### src/rtl/if_stage_pipe_if.sv
// ----------------------------------------------------------------------------
// if_stage_pipe_if
// Purpose : Groups the control, redirect, instruction-memory and IF/ID signals
//           of the instruction-fetch stage into one bundle.
// Signals :
//   PCWrite, IF_ID_Write        hazard-unit freeze controls
//   branch_taken/branch_target  EX/MEM-resolved branch redirect
//   jump/jump_target            ID-resolved jump redirect
//   imem_addr/imem_rdata        instruction-memory address and read data
//   pc                          current program counter
//   IF_ID_PC4/Instr/Valid       IF/ID pipeline register contents
// Modports:
//   master : the surrounding pipeline (drives controls, imem data)
//   slave  : the fetch stage itself
// ----------------------------------------------------------------------------
interface if_stage_pipe_if;
    logic        PCWrite;
    logic        IF_ID_Write;
    logic        branch_taken;
    logic [31:0] branch_target;
    logic        jump;
    logic [31:0] jump_target;
    logic [31:0] imem_addr;
    logic [31:0] imem_rdata;
    logic [31:0] pc;
    logic [31:0] IF_ID_PC4;
    logic [31:0] IF_ID_Instr;
    logic        IF_ID_Valid;

    modport master (
        output PCWrite, IF_ID_Write, branch_taken, branch_target,
               jump, jump_target, imem_rdata,
        input  imem_addr, pc, IF_ID_PC4, IF_ID_Instr, IF_ID_Valid
    );

    modport slave (
        input  PCWrite, IF_ID_Write, branch_taken, branch_target,
               jump, jump_target, imem_rdata,
        output imem_addr, pc, IF_ID_PC4, IF_ID_Instr, IF_ID_Valid
    );
endinterface

### src/rtl/if_stage_pipe.sv
// ----------------------------------------------------------------------------
// if_stage_pipe
// Purpose : Instruction-fetch stage plus IF/ID pipeline register of a 5-stage
//           MIPS pipeline. Holds the PC, presents it to instruction memory,
//           selects the next PC (sequential / jump / branch) and latches the
//           fetched word into IF/ID, honouring hazard-unit freezes and
//           squashing IF/ID on redirects.
// Ports   :
//   clk    pipeline clock, rising edge
//   reset  synchronous, active-high reset (highest priority)
//   bus    if_stage_pipe_if.slave - controls, redirects, imem, IF/ID outputs
// ----------------------------------------------------------------------------
module if_stage_pipe #(
    parameter logic [31:0] RESET_PC  = 32'h0000_0000,
    parameter logic [31:0] NOP_INSTR = 32'h0000_0000
) (
    input  logic          clk,
    input  logic          reset,
    if_stage_pipe_if.slave bus
);

    logic [31:0] r_pc;
    logic [31:0] r_if_id_pc4;
    logic [31:0] r_if_id_instr;
    logic        r_if_id_valid;

    logic [31:0] w_pc_plus4;
    logic [31:0] w_branch_target;
    logic [31:0] w_jump_target;

    // Natural 32-bit wrap gives 0xFFFF_FFFC + 4 = 0.
    assign w_pc_plus4      = r_pc + 32'd4;

    // Redirect targets are forced onto a word boundary.
    assign w_branch_target = {bus.branch_target[31:2], 2'b00};
    assign w_jump_target   = {bus.jump_target[31:2], 2'b00};

    always_ff @(posedge clk) begin
        // NOTE: non-blocking assignments keep every register sampling the
        // pre-edge values of its neighbours, e.g. IF/ID captures the old pc+4.
        if (reset) begin
            r_pc          <= RESET_PC;
            r_if_id_instr <= NOP_INSTR;
            r_if_id_pc4   <= 32'd0;
            r_if_id_valid <= 1'b0;
        end else if (bus.branch_taken) begin
            // Branch is older than anything in IF/ID, so it wins over stalls
            // and over a jump that is itself about to be squashed.
            r_pc          <= w_branch_target;
            r_if_id_instr <= NOP_INSTR;
            r_if_id_pc4   <= 32'd0;
            r_if_id_valid <= 1'b0;
        end else if (bus.jump && bus.PCWrite) begin
            // A jump during a stall is ignored; ID re-presents it afterwards.
            r_pc          <= w_jump_target;
            r_if_id_instr <= NOP_INSTR;
            r_if_id_pc4   <= 32'd0;
            r_if_id_valid <= 1'b0;
        end else begin
            // PC and IF/ID freezes are independent of each other.
            if (bus.PCWrite) begin
                r_pc <= w_pc_plus4;
            end
            if (bus.IF_ID_Write) begin
                r_if_id_instr <= bus.imem_rdata;
                r_if_id_pc4   <= w_pc_plus4;
                r_if_id_valid <= 1'b1;
            end
        end
    end

    assign bus.imem_addr   = r_pc;
    assign bus.pc          = r_pc;
    assign bus.IF_ID_PC4   = r_if_id_pc4;
    assign bus.IF_ID_Instr = r_if_id_instr;
    assign bus.IF_ID_Valid = r_if_id_valid;

endmodule

### src/flat_wrapper.sv
// flat-port wrapper written by rule: the top's interface ports become plain ports
module if_stage_pipe_flat 
#(
    parameter logic [31:0] RESET_PC  = 32'h0000_0000,
    parameter logic [31:0] NOP_INSTR = 32'h0000_0000
)
  (clk, reset, bus_PCWrite, bus_IF_ID_Write, bus_branch_taken, bus_branch_target, bus_jump, bus_jump_target, bus_imem_rdata, bus_imem_addr, bus_pc, bus_IF_ID_PC4, bus_IF_ID_Instr, bus_IF_ID_Valid);
  if_stage_pipe_if bus_i ();
  input  logic clk;
  input  logic reset;
  input wire logic [$bits(bus_i.PCWrite)-1:0] bus_PCWrite;
  input wire logic [$bits(bus_i.IF_ID_Write)-1:0] bus_IF_ID_Write;
  input wire logic [$bits(bus_i.branch_taken)-1:0] bus_branch_taken;
  input wire logic [$bits(bus_i.branch_target)-1:0] bus_branch_target;
  input wire logic [$bits(bus_i.jump)-1:0] bus_jump;
  input wire logic [$bits(bus_i.jump_target)-1:0] bus_jump_target;
  input wire logic [$bits(bus_i.imem_rdata)-1:0] bus_imem_rdata;
  output wire logic [$bits(bus_i.imem_addr)-1:0] bus_imem_addr;
  output wire logic [$bits(bus_i.pc)-1:0] bus_pc;
  output wire logic [$bits(bus_i.IF_ID_PC4)-1:0] bus_IF_ID_PC4;
  output wire logic [$bits(bus_i.IF_ID_Instr)-1:0] bus_IF_ID_Instr;
  output wire logic [$bits(bus_i.IF_ID_Valid)-1:0] bus_IF_ID_Valid;
  assign bus_i.PCWrite = bus_PCWrite;
  assign bus_i.IF_ID_Write = bus_IF_ID_Write;
  assign bus_i.branch_taken = bus_branch_taken;
  assign bus_i.branch_target = bus_branch_target;
  assign bus_i.jump = bus_jump;
  assign bus_i.jump_target = bus_jump_target;
  assign bus_i.imem_rdata = bus_imem_rdata;
  assign bus_imem_addr = bus_i.imem_addr;
  assign bus_pc = bus_i.pc;
  assign bus_IF_ID_PC4 = bus_i.IF_ID_PC4;
  assign bus_IF_ID_Instr = bus_i.IF_ID_Instr;
  assign bus_IF_ID_Valid = bus_i.IF_ID_Valid;
  if_stage_pipe #(.RESET_PC(RESET_PC), .NOP_INSTR(NOP_INSTR)) u_core (.clk(clk), .reset(reset), .bus(bus_i));
endmodule
### config.mk
export PLATFORM = sky130hd
export DESIGN_NAME = if_stage_pipe_flat
export DESIGN_NICKNAME = d
export VERILOG_FILES = /design/src/rtl/if_stage_pipe_if.sv /design/src/rtl/if_stage_pipe.sv /design/src/flat_wrapper.sv
export SDC_FILE = /design/constraint.sdc
export NUM_CORES = 1
export LEC_CHECK = 0
export ABC_AREA = 1
export CORE_MARGIN = 10
export CORE_UTILIZATION = 45
export CTS_CLUSTER_DIAMETER = 60
export DETAILED_ROUTE_END_ITERATION = 16
export GPL_TIMING_DRIVEN = 1
export PLACE_DENSITY = 0.95
export SLEW_MARGIN = 20
export SYNTH_ARGS = -nofsm -noshare
export SYNTH_HDL_FRONTEND = slang
export SYNTH_SLANG_ARGS = --single-unit
### constraint.sdc
create_clock -name clk -period 2.5 [get_ports clk]
set_input_delay 0.5 -clock clk [delete_from_list [all_inputs] [get_ports clk]]
set_output_delay 0.5 -clock clk [all_outputs]
set_load 0.01 [all_outputs]
==> results.json, run 1 <==
{
  "outcome": "complete, no violations",
  "worstPathMaxFanout": 8,
  "switching_power_uw": 1040,
  "fp-row-count": 38,
  "antenna_left": 0,
  "p_clk_share_pct": 30.8,
  "nFillCells": 919,
  "holdPathStages": 2,
  "stdcell_count": 1047,
  "root_buffer": "clkbuf_8",
  "grt_pass1_vias": 5384,
  "gr-usage-all-layers_pct": 21.8,
  "worstSetupEndpointType": "primary output",
  "clock_path_buffers": 2,
  "critical_path_cell_count": 1,
  "numPortBuffers": 220,
  "hold_ws_ns": 0.467,
  "synth_edf_count": 0,
  "tns_ns": 0,
  "maxSlewHeadroom_pct": 61.5,
  "initial_core_util_pct": 45.5,
  "period_needed_ns": 2.01,
  "synth-seq-area-share_pct": 38.1,
  "wire_per_inst_um": 17.0,
  "final_cell_mix": "219 x clkdlybuf4s50_1, 172 x nand2_1, 100 x nor2_1",
  "syn_to_final_growth_pct": 47.0,
  "seq_power_share_pct": 48.0,
  "syn_avg_cell_area_sq_um": 6.79,
  "cts.clk_slew.worst_paths_ns": 0.10,
  "cts_buffers": 9,
  "ys_ff_latch": 93,
  "final_nets": 1005,
  "p_leak_uw": 0.00284,
  "synth-async-reset-ratio_pct": 0,
  "final_area_sq_mm": 0.00719,
  "clk_latency_ns": 0.36,
  "dieArea_sq_mm": 0.0154,
  "place_congestion": 0.906,
  "placed_area_sq_mm": 0.00698,
  "synthFlopType": "dfxtp_1",
  "grt_pass1_wl_um": 28300,
  "rsz0062_at_grt": "no",
  "r2r-start": "u_core.bus.imem_addr[2]",
  "worstHoldStart": "u_core.bus.IF_ID_Instr[2]",
  "ys_types": 28,
  "cts_setup_buffers": 0,
  "cts_resized": 0,
  "holdBufCountCts": 0,
  "peakVddDrop_uv": 327,
  "cts_tree": "yes",
  "critPathArrivalTime_ns": 1.51,
  "final-hold-violation-count": 0,
  "die_y_um": 124,
  "path_buf_inv": 1,
  "initialDrtViolationCount": 261,
  "dpl.hpwl_um": 13900,
  "utilization_pct": 66.9,
  "max_stage_delay_ns": 0.63,
  "cellPowerDensity_mw_per_mm2": 470,
  "antenna_found_initial": 0,
  "pin_count": 231,
  "finalSetupViolCount": 0,
  "worstSetupPathType": "flop to primary output",
  "min_period_over_period_pct": 80.4,
  "grt_max_degree": 56,
  "final_common_cell": "clkdlybuf4s50_1",
  "max_freq_mhz": 497,
  "comb_power_share_pct": 21.2,
  "diodes": 0,
  "syn_area_sq_mm": 0.00489,
  "htreeDepth": 3,
  "dr.pass1.iters": 5,
  "drc": 0,
  "cts.sinks": 93,
  "netlist_instances": 720,
  "cp_cell_sequence": "clkdlybuf4s50_1",
  "startpoint": "u_core.bus.imem_addr[4]",
  "yosys_warnings": 0,
  "gr-total-overflow": 0,
  "r2r_cells": 8,
  "cp_top_family": "buffers and inverters",
  "p_int_uw": 2340,
  "drive_above_1_share_pct": 5.51,
  "die_w_um": 124,
  "dr_total_vias": 5381,
  "place_inst": 1031,
  "routed_via_density": 5.14,
  "critPathSlowestCell": "clkdlybuf4s50_1",
  "worst_slew_pin_slew_ns": 0.577,
  "core_sq_mm": 0.0107,
  "crit_path_start_kind": "flop",
  "maxCapViolCount": 0,
  "swShare_pct": 30.9,
  "postRouteWirelength_um": 17800,
  "required_ns": 2.00,
  "slew_viol_final": 0,
  "hold_class": "flop to flop",
  "skew_ns": 0.0114
}
[flip-flops by register name (all words and copies together) (netlist names)]
register                flops
u_core.bus.imem_addr       30
u_core.bus.IF_ID_PC4       30
u_core.bus.IF_ID_Instr     32
u_core.bus.IF_ID_Valid      1
[cell type report]
cell class / count / area, sq um / area share [%]
Tap cell: 140 / 175 / 2.44
Sequential cell: 93 / 1860 / 25.9
Timing Repair Buffer: 237 / 2350 / 32.7
Clock buffer: 9 / 124 / 1.72
Clock inverter: 7 / 81.3 / 1.13
Inverter: 62 / 233 / 3.24
Multi-Input combinational cell: 499 / 2360 / 32.9
[cells in the mapped netlist (all sizes together), types with 5 or more instances]
cell / n / area share (%)
a22oi: 27 / 4.1
o21ai: 24 / 2.5
inv: 62 / 4.8
dfxtp: 93 / 38
xor2: 5 / 0.90
o211ai: 19 / 2.9
nand3: 51 / 5.2
clkbuf: 24 / 2.5
nor2: 111 / 9.3
nand2: 176 / 14
a21oi: 64 / 6.6
buf: 45 / 6.4
[logic make-up after synthesis]
kind of cell / synth area share [%]
adder cells (fa/ha/maj): 0.256
AND/OR/NAND/NOR: 28.9
other: 0.0767
AO/OA/AOI/OAI: 16.9
buffers and inverters: 14.1
XOR/XNOR: 1.61
flip-flops: 38.1
[per-stage QoR]
step,worst slack (ns),power [uW]
after detailed placement,0.538,2370
after global placement,0.541,2350
after global routing,0.374,3520
after CTS,0.467,3390
final,0.490,3380
after floorplan,0.940,1980
[power by group through the flow]
stage          clock (uW)  sequential, uW  combinational, uW
2_1_floorplan           0            1660                315
3_3_place_gp            0            1650                703
3_5_place_dp            0            1650                715
4_1_cts              1050            1620                719
5_1_grt              1110            1630                776
6_report             1040            1620                715
[layer usage]
metal	share of wire [%]	vias up	GRT usage, %
met2	48	255	36.5
met4	2.4	0	7.20
met5	0	-	0
li1	-	2662	-
met1	38	2435	23.5
met3	12	29	10.8
[path summary, 6_finish.rpt]
check,slack (ns),endpoint
worst max-delay path,0.49,bus_pc[4]
worst max register to register,0.61,u_core.bus.IF_ID_PC4[20]
worst min-delay path,0.47,u_core.bus.IF_ID_Instr[2]
worst min register to register,0.47,u_core.bus.IF_ID_Instr[2]
No activity file was read; power rests on OpenSTA's default activity.
==> run 2: changes to the inputs <==
--- a/config.mk
+++ b/config.mk
@@ -7,11 +7,11 @@
 export LEC_CHECK = 0
 export ABC_AREA = 1
 export CORE_MARGIN = 10
-export CORE_UTILIZATION = 45
+export CORE_UTILIZATION = 42
 export CTS_CLUSTER_DIAMETER = 60
 export DETAILED_ROUTE_END_ITERATION = 16
 export GPL_TIMING_DRIVEN = 1
-export PLACE_DENSITY = 0.95
+export PLACE_DENSITY = 0.92
 export SLEW_MARGIN = 20
 export SYNTH_ARGS = -nofsm -noshare
 export SYNTH_HDL_FRONTEND = slang
==> constraint.sdc (replaced) <==
create_clock -name clk -period 2 [get_ports clk]
set_input_delay 0.4 -clock clk [delete_from_list [all_inputs] [get_ports clk]]
set_output_delay 0.4 -clock clk [all_outputs]
set_load 0.01 [all_outputs]
==> run 2 against run 1 <==
Global-route usage rose by 0.14 points. Highest routed layer unchanged. Critical path type unchanged. Setup slack got worse by 0.40 ns. Core utilization fell by 2.4 points. Critical endpoint is now bus_pc[12]. Sequential power rose by 25%. Sequential share of layout area fell by 0.61 points. Power rose by 40%.
==> results.json, run 2 (same netlist as run 1, synthesis figures left out) <==
{
  "antenna_left": 0,
  "grt_pass1_wl_um": 28800,
  "final-hold-violation-count": 0,
  "final_cell_mix": "219 x clkdlybuf4s50_1, 172 x nand2_1, 100 x nor2_1",
  "stdcell_count": 1056,
  "max_stage_delay_ns": 0.54,
  "dr_total_vias": 5449,
  "core_sq_mm": 0.0114,
  "wl_met1_um": 6760,
  "initial_core_util_pct": 42.8,
  "tns_ns": 0,
  "p_leak_uw": 0.00293,
  "finalSetupViolCount": 0,
  "critPathSlowestCell": "clkdlybuf4s50_1",
  "wl_met2_um": 8890,
  "cts_resized": 0,
  "hold_class": "input pin to flop",
  "final_nets": 1011,
  "dr.pass1.iters": 5,
  "worstSetupPathType": "flop to primary output",
  "placed_area_sq_mm": 0.00706,
  "cts_setup_buffers": 0,
  "slew_viol_final": 0,
  "nFillCells": 1006,
  "max_freq_mhz": 523,
  "reg2reg_to": "u_core.bus.IF_ID_PC4[20]",
  "rsz0062_at_grt": "no",
  "drive_above_1_share_pct": 6.13,
  "drc": 0,
  "initialDrtViolationCount": 342,
  "critPathArrivalTime_ns": 1.51,
  "antenna_found_initial": 0,
  "wire_per_inst_um": 17.3,
  "cts_tree": "yes",
  "place_inst": 1040,
  "htreeDepth": 3,
  "clock_path_buffers": 2,
  "cts_buffers": 9,
  "largest_reg_flops": 32,
  "grt_max_degree": 52,
  "r2r_cells": 7,
  "crit_path_start_kind": "flop",
  "worstHoldStart": "bus_IF_ID_Write",
  "holdBufCountCts": 0,
  "postRouteWirelength_um": 18300,
  "cts.clk_slew.worst_paths_ns": 0.07,
  "min_period_over_period_pct": 95.6,
  "syn_to_final_growth_pct": 50.6,
  "final_area_sq_mm": 0.00736,
  "gr-usage-all-layers_pct": 22.0,
  "dieArea_sq_mm": 0.0164,
  "r2r-start": "u_core.bus.imem_addr[11]",
  "period_needed_ns": 1.91,
  "wl_met3_um": 2170,
  "pre_cts_slack_ns": 0.159,
  "cts.sinks": 93,
  "hold_ws_ns": 0.399,
  "finalWorstSetupSlack_ns": 0.0887,
  "final_common_cell": "clkdlybuf4s50_1",
  "required_ns": 1.60,
  "numPortBuffers": 220,
  "cp_cell_sequence": "buf_4 -> clkdlybuf4s50_1",
  "root_buffer": "clkbuf_16",
  "grt_pass1_vias": 5498,
  "cellPowerDensity_mw_per_mm2": 641,
  "maxCapViolCount": 0,
  "die_y_um": 128,
  "worstPathMaxFanout": 4,
  "clk_latency_ns": 0.35,
  "peakVddDrop_uv": 611,
  "holdPathEnd": "u_core.bus.IF_ID_Instr[19]",
  "worstSetupEndpointType": "primary output",
  "highest_layer": "met4",
  "die_w_um": 128,
  "holdPathStages": 3,
  "place_congestion": 0.886,
  "skew_ns": 0.00556,
  "diodes": 0,
  "fp-row-count": 39,
  "dpl.hpwl_um": 14200,
  "routed_via_density": 5.16,
  "gr-total-overflow": 0,
  "r2r_setup_slack_ns": 0.27,
  "outcome": "complete, no violations",
  "pin_count": 231
}
-- run 2: cell count changes in the layout (fill, tap and decap cells not counted), sizes merged --
cell,delta
buf,+6
clkinv,-3
inv,+2
bufinv,+1
-- run 2: how the worst max path moves through the flow --
| stage | startpoint | to | cells after the start |
|---|---|---|---|
| floorplan | u_core.bus.imem_addr[2] | u_core.bus.IF_ID_PC4[20] | 8 |
| global placement | bus_jump | u_core.bus.IF_ID_PC4[23] | 7 |
| detailed placement | bus_jump | u_core.bus.IF_ID_PC4[23] | 7 |
| CTS | u_core.bus.imem_addr[12] | bus_pc[12] | 2 |
| global route | u_core.bus.imem_addr[4] | bus_pc[4] | 1 |
| finish | u_core.bus.imem_addr[12] | bus_pc[12] | 2 |
-- run 2: where the power goes --
| part | leakage [uW] | internal (uW) | switching (uW) |
|---|---|---|---|
| Sequential | 0.000760 | 1930 | 94.5 |
| Combinational | 0.00202 | 503 | 412 |
| Clock | 0.000152 | 990 | 790 |
-- run 2: critical path, delay by kind of cell (launching register included) --
kind	cells	cell delay [ns]
buffers and inverters	2	0.72
DFF	1	0.44
-- run 2: stage by stage --
stage	power [uW]	utilization, %
floorplan	2470	-
global placement	2970	61.8
detailed placement	2980	61.8
CTS	4760	64.5
global route	4920	64.5
finish	4720	64.5
-- run 2: layout make-up --
type                    count  area, sq um  share of cell area, %
multi-input cells         499         2360                   32.1
well taps                 143          179                   2.43
inverters                  62          233                   3.16
repair buffers            243         2420                   32.9
flip-flops and latches     93         1860                   25.3
clock inverters             7         78.8                   1.07
clock buffers               9          225                   3.06
-- run 2: metal layers --
metal / GRT usage, % / vias up
met5: 0 / -
met1: 23.1 / 2484
li1: - / 2688
met4: 9.07 / 0
met3: 9.88 / 27
met2: 37.4 / 250
==> run 3: changes to the inputs <==
--- a/config.mk
+++ b/config.mk
@@ -7,11 +7,11 @@
 export LEC_CHECK = 0
 export ABC_AREA = 1
 export CORE_MARGIN = 10
-export CORE_UTILIZATION = 42
+export CORE_UTILIZATION = 45
 export CTS_CLUSTER_DIAMETER = 60
 export DETAILED_ROUTE_END_ITERATION = 16
 export GPL_TIMING_DRIVEN = 1
-export PLACE_DENSITY = 0.92
+export PLACE_DENSITY = 0.95
 export SLEW_MARGIN = 20
 export SYNTH_ARGS = -nofsm -noshare
 export SYNTH_HDL_FRONTEND = slang
==> constraint.sdc (replaced) <==
create_clock -name clk -period 2.3 [get_ports clk]
set_input_delay 0.46 -clock clk [delete_from_list [all_inputs] [get_ports clk]]
set_output_delay 0.46 -clock clk [all_outputs]
set_load 0.01 [all_outputs]
==> run 3 against run 2 <==
Sequential power down 13%. Final cell count down 0.85%. Non-clock buffer count down 7. Core utilization up 2.2 points. Setup slack better by 0.24 ns. Clock power down 38%. Final area down 2.6%. Via count down 0.99%. Sequential share of layout area up 0.68 points. Wire length down 1.8%. First-iteration DRC count up 7.3%. Die area down 5.6%. Largest power group unchanged.
==> results.json, run 3 (same netlist as run 1, synthesis figures left out) <==
{
  "outcome": "complete, no violations",
  "power_uw": 3640,
  "maxSlewHeadroom_pct": 63.4,
  "dpl.hpwl_um": 13900,
  "dieArea_sq_mm": 0.0154,
  "dr_total_vias": 5395,
  "p_leak_uw": 0.00283,
  "period_needed_ns": 1.97,
  "die_y_um": 124,
  "syn_to_final_growth_pct": 46.6,
  "root_buffer": "clkbuf_8",
  "final_common_cell": "clkdlybuf4s50_1",
  "tns_ns": 0,
  "worstSetupEndpointType": "primary output",
  "dr.pass1.iters": 5,
  "antenna_left": 0,
  "pre_cts_slack_ns": 0.354,
  "cp_top_family": "buffers and inverters",
  "grt_pass1_vias": 5483,
  "largest_reg_flops": 32,
  "cp_cell_sequence": "clkdlybuf4s50_1",
  "gr-total-overflow": 0,
  "hold_class": "flop to flop",
  "peakVddDrop_uv": 329,
  "die_w_um": 124,
  "place_congestion": 0.922,
  "core_sq_mm": 0.0107,
  "path_buf_inv": 1,
  "critPathSlowestCell": "clkdlybuf4s50_1",
  "max_freq_mhz": 508,
  "numPortBuffers": 220,
  "grt_pass1_wl_um": 28400,
  "placed_area_sq_mm": 0.00698,
  "worstPathMaxFanout": 8,
  "pin_count": 231,
  "min_period_over_period_pct": 85.6,
  "final-hold-violation-count": 0,
  "cts_buffers": 9,
  "antenna_found_initial": 1,
  "wire_per_inst_um": 17.1,
  "final_area_sq_mm": 0.00717,
  "gr-usage-all-layers_pct": 22.0,
  "clock_path_buffers": 2,
  "worstSetupPathType": "flop to primary output",
  "grt_max_degree": 52,
  "slew_viol_final": 0,
  "finalSetupViolCount": 0,
  "cts.sinks": 93,
  "postRouteWirelength_um": 17900,
  "htreeDepth": 3,
  "initialDrtViolationCount": 367,
  "initial_core_util_pct": 45.5,
  "cellPowerDensity_mw_per_mm2": 508,
  "rsz0062_at_grt": "no",
  "worst_slew_pin_slew_ns": 0.549,
  "maxCapViolCount": 0,
  "clk_latency_ns": 0.38,
  "skew_ns": 0.0180,
  "cts_resized": 0,
  "drc": 0,
  "holdBufCountCts": 0,
  "cts.clk_slew.worst_paths_ns": 0.10,
  "final_cell_mix": "219 x clkdlybuf4s50_1, 172 x nand2_1, 100 x nor2_1",
  "critPathArrivalTime_ns": 1.51,
  "max_stage_delay_ns": 0.63,
  "final_nets": 1004,
  "cts_setup_buffers": 0,
  "crit_path_start_kind": "flop",
  "required_ns": 1.84,
  "drive_above_1_share_pct": 5.41,
  "fp-row-count": 38,
  "finalWorstSetupSlack_ns": 0.332,
  "cts_tree": "yes",
  "routed_via_density": 5.15
}
## run 3: cell types whose count changed in the layout (fill, tap and decap cells not counted), sizes merged
cell	before	now
inv	67	65
diode	0	1
clkinv	1	3
clkinvlp	0	1
buf	24	17
bufinv	1	0
## run 3: path summary, 6_finish.rpt
check | to | cells after the start | from | slack, ns
worst max-delay path | bus_imem_addr[4] | 1 | u_core.bus.imem_addr[4] | 0.33
worst min-delay path | u_core.bus.IF_ID_Instr[14] | 2 | u_core.bus.IF_ID_Instr[14] | 0.46
worst max register to register | u_core.bus.IF_ID_PC4[20] | 8 | u_core.bus.imem_addr[3] | 0.42
worst min register to register | u_core.bus.IF_ID_Instr[14] | 2 | u_core.bus.IF_ID_Instr[14] | 0.46
## run 3: cell type report
class	count	area [sq um]
Antenna cell	1	2.50
Fill cell	913	3580
Sequential cell	93	1860
Multi-Input combinational cell	499	2360
Clock inverter	7	65.1
Tap cell	140	175
Inverter	62	233
Timing Repair Buffer	236	2340
Clock buffer	9	124
## run 3: power by group
part | switching (uW) | leakage (uW) | total, uW | internal, uW
Combinational | 351 | 0.00197 | 777 | 425
Sequential | 85.6 | 0.000760 | 1760 | 1680
Clock | 681 | 0.0000938 | 1100 | 418
## run 3: stage by stage
step | cells | util, % | hold slack (ns)
finish | 1047 | 66.7 | 0.465
global route | 1047 | 66.7 | 0.485
CTS | 1046 | 66.7 | 0.466
detailed placement | 1030 | 64.9 | 0.453
global placement | 1030 | 64.9 | 0.447
floorplan | 725 | - | 0.486
## run 3: per-layer routing
metal	vias up	share of wire [%]	GRT usage (%)
li1	2654	-	-
met2	254	49	38.0
met4	0	1.8	6.92
met1	2462	38	23.3
met5	-	0	0
met3	25	11	10.2
